<file path="config.mk">
export PLATFORM = sky130hd
export DESIGN_NAME = turn_arbiter_btn_edge_sync
export DESIGN_NICKNAME = d
export VERILOG_FILES = /design/src/rtl/turn_arbiter_pkg.sv /design/src/rtl/turn_arbiter_btn_edge_sync.sv
export SDC_FILE = /design/constraint.sdc
export NUM_CORES = 1
export LEC_CHECK = 0
export ABC_AREA = 1
export ABC_CLOCK_PERIOD_IN_PS = 800
export CORE_AREA = 3 3 40 42
export DETAILED_ROUTE_END_ITERATION = 8
export DIE_AREA = 0 0 43 45
export HOLD_SLACK_MARGIN = 0.05
export MAX_ROUTING_LAYER = met4
export PLACE_DENSITY = 0.65
export SLEW_MARGIN = 15
export SYNTH_ARGS = -nofsm -noshare
export SYNTH_HDL_FRONTEND = slang
export SYNTH_SLANG_ARGS = --single-unit
</file>
<file path="constraint.sdc">
create_clock -name clk -period 0.8 [get_ports clk]
set_input_delay 0.12 -clock clk [delete_from_list [all_inputs] [get_ports clk]]
set_output_delay 0.12 -clock clk [all_outputs]
set_load 0.01 [all_outputs]
</file>
<file path="src/rtl/turn_arbiter_pkg.sv">
// ============================================================================
// Module : turn_arbiter_pkg
// Brief  : Shared constants, encodings and helpers for the turn arbiter.
// Rev    : 1.0 - initial release
// ============================================================================
`default_nettype none

package turn_arbiter_pkg;

  localparam int N_PLAYERS = 6;
  localparam int ID_W      = 3;

  typedef logic [ID_W-1:0]      player_id_t;
  typedef logic [N_PLAYERS-1:0] player_vec_t;
  typedef logic [1:0]           game_state_t;
  typedef logic [1:0]           lose_cause_t;

  localparam player_id_t ID_NONE    = 3'd0;
  localparam player_id_t ID_FIRST   = 3'd1;
  localparam player_id_t ID_LAST    = 3'd6;
  localparam player_id_t ID_INVALID = 3'd7;

  localparam game_state_t ST_IDLE = 2'd0;
  localparam game_state_t ST_PLAY = 2'd1;
  localparam game_state_t ST_OVER = 2'd2;

  localparam lose_cause_t CAUSE_NONE       = 2'd0;
  localparam lose_cause_t CAUSE_WRONG_TURN = 2'd1;
  localparam lose_cause_t CAUSE_ILLEGAL    = 2'd2;
  localparam lose_cause_t CAUSE_TIMEOUT    = 2'd3;

  function automatic player_vec_t id_to_onehot(input player_id_t id);
    player_vec_t v;
    for (int i = 0; i < N_PLAYERS; i++) begin
      v[i] = (id == ID_W'(i + 1));
    end
    return v;
  endfunction

  // Scanning high-to-low leaves the lowest set player as the final answer.
  function automatic player_id_t lowest_id(input player_vec_t v);
    player_id_t id;
    id = ID_NONE;
    for (int i = N_PLAYERS - 1; i >= 0; i--) begin
      if (v[i]) begin
        id = ID_W'(i + 1);
      end
    end
    return id;
  endfunction

  function automatic logic is_valid_id(input player_id_t id);
    return (id >= ID_FIRST) && (id <= ID_LAST);
  endfunction

endpackage

`default_nettype wire

</file>
<file path="src/rtl/turn_arbiter_btn_edge_sync.sv">
// ============================================================================
// Module : turn_arbiter_btn_edge_sync
// Brief  : Button history register and registered rising-edge press vector.
// Rev    : 1.0 - initial release
// ============================================================================
`default_nettype none

module turn_arbiter_btn_edge_sync
  import turn_arbiter_pkg::*;
(
  input  wire         clk,
  input  wire         reset,
  input  player_vec_t btn,
  output player_vec_t press
);

  player_vec_t btn_hist_q, btn_hist_d;
  player_vec_t press_q, press_d;

  always_comb begin
    btn_hist_d = btn;
    press_d    = btn & ~btn_hist_q;
  end

  // History resets high so a button held through reset never looks like a press.
  always_ff @(posedge clk) begin
    if (reset) begin
      btn_hist_q <= '1;
      press_q    <= '0;
    end else begin
      btn_hist_q <= btn_hist_d;
      press_q    <= press_d;
    end
  end

  assign press = press_q;

endmodule

`default_nettype wire

</file>
# ---- After elaboration in Yosys (flattened, before gate mapping)
# Index checks and enable logic that the tools add are counted.
dict set report classes {
  n_bitwise 2
}
# operator n
set ops {}
lappend ops {{bitwise AND 6 bit} 1}
lappend ops {{inverter 6 bit} 1}
dict set report totals {
  elab_cells 4
  in_bits 8
  register_bits 12
}

# ---- Depth between registers and ports, before layout
dict set report logic_depth {
  word_depth 2
  mapped_depth 4
}

# ---- Worst setup path before layout
# OpenSTA, ideal clock, no wires.
dict set report synth_path {
  path_type {input port to flip-flop}
  start {input port reset}
  end {register btn_hist_q[0]}
  required_ns 0.687
  setup_ns 0.113
  n_path_buf 1
  cell_stages 4
  slack_ns 0.313
  arrival_time_ns 0.374
  path_cell_list {inv_2 buf_12 nand2_4 nand2_1}
}
# element line_no
set synth_lines {}
lappend synth_lines {{start: declaration} turn_arbiter_btn_edge_sync.sv:12} ;# input wire reset,
lappend synth_lines {{end signal: assignment} turn_arbiter_btn_edge_sync.sv:31} ;# btn_hist_q <= btn_hist_d;
lappend synth_lines {{end: declaration} turn_arbiter_btn_edge_sync.sv:17} ;# player_vec_t btn_hist_q, btn_hist_d;

# ---- Worst setup path after layout
dict set report layout_path {
  start {register press_q[0] (netlist: press[0])}
  end {output port press[0]}
}
# element line_no
set layout_lines {}
lappend layout_lines {{start: declaration} turn_arbiter_btn_edge_sync.sv:18} ;# player_vec_t press_q, press_d;
lappend layout_lines {{start signal: assignment} turn_arbiter_btn_edge_sync.sv:32} ;# press_q <= press_d;
lappend layout_lines {{end: declaration} turn_arbiter_btn_edge_sync.sv:14} ;# output player_vec_t press
# No word-level cell between the ends.

==> flow_summary_export.csv <==
group,metric,value,unit
status,status,"finished, violations left",
status,violations,"setup timing",
routing,wirelength,499,µm
setup_path,cp-end-kind,"output port",
setup_path,cp_top_family,"flip-flops",
floorplanning,num_rows,13,
synthesis,netlist_area,372,µm²
setup_path,crit_required,0.68,ns
synthesis,synth_top_area_cell,"dfxtp_1",
routing,first_pass_iters,2,
layout,area_delta_synth_final,35.4,%
layout,diodes,0,
floorplanning,pin_count,14,
grt,grt_pass1_wl,883,µm
synthesis,syn_nets,40,
grt,grt_pass1_vias,217,
setup_path,crit_slowest_cell,"dfxtp_1",
setup_path,start_kind,"flip-flop",
setup_path,arrival,0.69,ns
power_and_ir_drop,p_per_area,2160,mW/mm²
synthesis,ys_types,7,
clocking,cts_tree,"built",
grt,antenna_found_initial,0,
clocking,cts_setup_buffers,0,
clocking,cts_buffers,3,
clocking,cts.sinks,12,
layout,fin_area,503,µm²
timing,slew_headroom,0.885,
timing,skew,0.000149,ns
grt,grt_util_all_layers,0.0725,
grt,met1_usage,0.0784,
placed_design,dpl-instance-area,500,µm²
layout,layout.nets,57,
layout,multiInputGateArea,108,µm²
timing,min_period,0.806,ns
clocking,cts-root-buf,"clkbuf_4",
grt,grt_max_degree,13,
layout,final_cell_mix,"11 x dfxtp_1, 8 x nand2_1, 7 x clkdlybuf4s50_1, 5 x buf_2",
grt,grt_util_met2,0.0838,
grt,busiest_layer,"met4",
routing,wl_per_cell,8.05,µm
layout,utilization,0.391,
grt,grtUsageMet3,0.0359,
setup_path,critical_path_buf_inv_count,1,
setup_path,cpPeakStageDelay,0.31,ns
timing,worst_pin_slew,0.172,ns
floorplanning,fp.coreArea,0.00128,mm²
placed_design,dp.cells,59,
setup_path,crit_fanout,1,
layout,drive_gt1_frac,0.404,
job,maxCapViolCount,0,
placed_design,gp_congestion,0.523,
placed_design,post-place-ws,-0.242,ns
routing,vias,238,
power_and_ir_drop,power,1.09,mW
clocking,cts_hold_buf,0,
floorplanning,fp.dieH,45,µm
timing,holdWs,0.375,ns
routing,ant_nets,0,
synthesis,postSynthCellCount,32,
floorplanning,initial_utilization,0.289,
layout,n_fill_cell,142,
placed_design,portBuffers,13,
timing,grt_setup_unrepaired,"yes",
timing,fin_ws,-0.00591,ns
timing,maxSlewViolCount,0,
timing,max_freq,1240,MHz
synthesis,synth_seq_cells,12,
grt,grt_overflow,0,
layout,layout.area.seq,241,µm²
floorplanning,die_area,0.00194,mm²
hold_path,hold_class,"flip-flop to flip-flop",
timing,period_share,1.01,
synthesis,yosysSeqAreaShare,0.646,
power_and_ir_drop,leakage,0.240,nW
layout,final_common_cell,"dfxtp_1",
clocking,insertion_delay,0.26,ns
floorplanning,die_w,43,µm
synthesis,yosys-top-cells-area,"dfxtp_1 65%, nand2_4 12%, nand2_1 8.1%",
timing,hold_viol,0,
setup_path,cp_cell_sequence,"buf_2",
clocking,cts_max_level,1,
clocking,clkTransAtPathRegs,0.07,ns
routing,drtIter0Drc,1,
layout,instances_no_fill,62,
synthesis,synth_top_area_frac,0.646,
synthesis,yosysWarningCount,0,
setup_path,worstSetupPathType,"flip-flop to output port",
timing,setup_tns,-0.0124,ns
clocking,cts_buffer_depth,2,
routing,drcViolationCount,0,
routing,vias_per_cell,3.84,
power_and_ir_drop,peakVddDrop,0.000904,V
timing,setup_viol,4,
synthesis,syn-mean-instance-area,11.6,µm²
==> final timing paths <==
check	from	endpoint	slack [ns]	depth (start not counted)
worst max-delay path	press[0]$_SDFF_PP0_	press[0]	-0.006	1
worst min-delay path	btn_hist_q[3]$_SDFF_PP1_	press[3]$_SDFF_PP0_	0.37	1
worst max register to register	btn_hist_q[1]$_SDFF_PP1_	press[1]$_SDFF_PP0_	0.34	1
worst min register to register	btn_hist_q[3]$_SDFF_PP1_	press[3]$_SDFF_PP0_	0.37	1
==> cell usage after synthesis <==
master / n
dfxtp_1: 12
nand2_4: 4
nor2_2: 4
inv_2: 1
buf_12: 1
nand2_1: 8
nor2_1: 2
==> flip-flops by register name (all words and copies together) (netlist names) <==
name	count
btn_hist_q	6
press	6
==> final cells by class <==
class / instances / share of cell area
flip-flops and latches: 12 / 0.480
multi-input cells: 18 / 0.214
repair buffers: 13 / 0.211
clock buffers: 3 / 0.0448
well taps: 15 / 0.0373
inverters: 1 / 0.0124
==> routing by layer <==
layer / part of all wire / vias up / routed length, µm
met5: 0 / - / 0
met4: 0.024 / 0 / 12
met3: 0.096 / 2 / 48
met2: 0.49 / 7 / 245
met1: 0.38 / 104 / 192
li1: - / 125 / -
==> repair_timing <==
| item | 4_1_cts | 5_1_grt |
|---|---|---|
| gates resized for setup | 24 | 4 |
| endpoints found under the setup margin | 6 | 9 |
| pin swaps | 0 | 0 |
==> cells by family after synthesis <==
kind of cell / count (synthesis) / synth area share
AND/OR/NAND/NOR: 18 / 0.290
buffers and inverters: 2 / 0.0640
flip-flops: 12 / 0.646
==> where the power goes <==
part	internal, mW	total, mW	switching (mW)
combinational	0.0565	0.104	0.0476
sequential	0.629	0.638	0.00904
clock	0.174	0.345	0.172
total	0.859	1.09	0.228
Note: power is estimated with default switching activity, not from simulation.
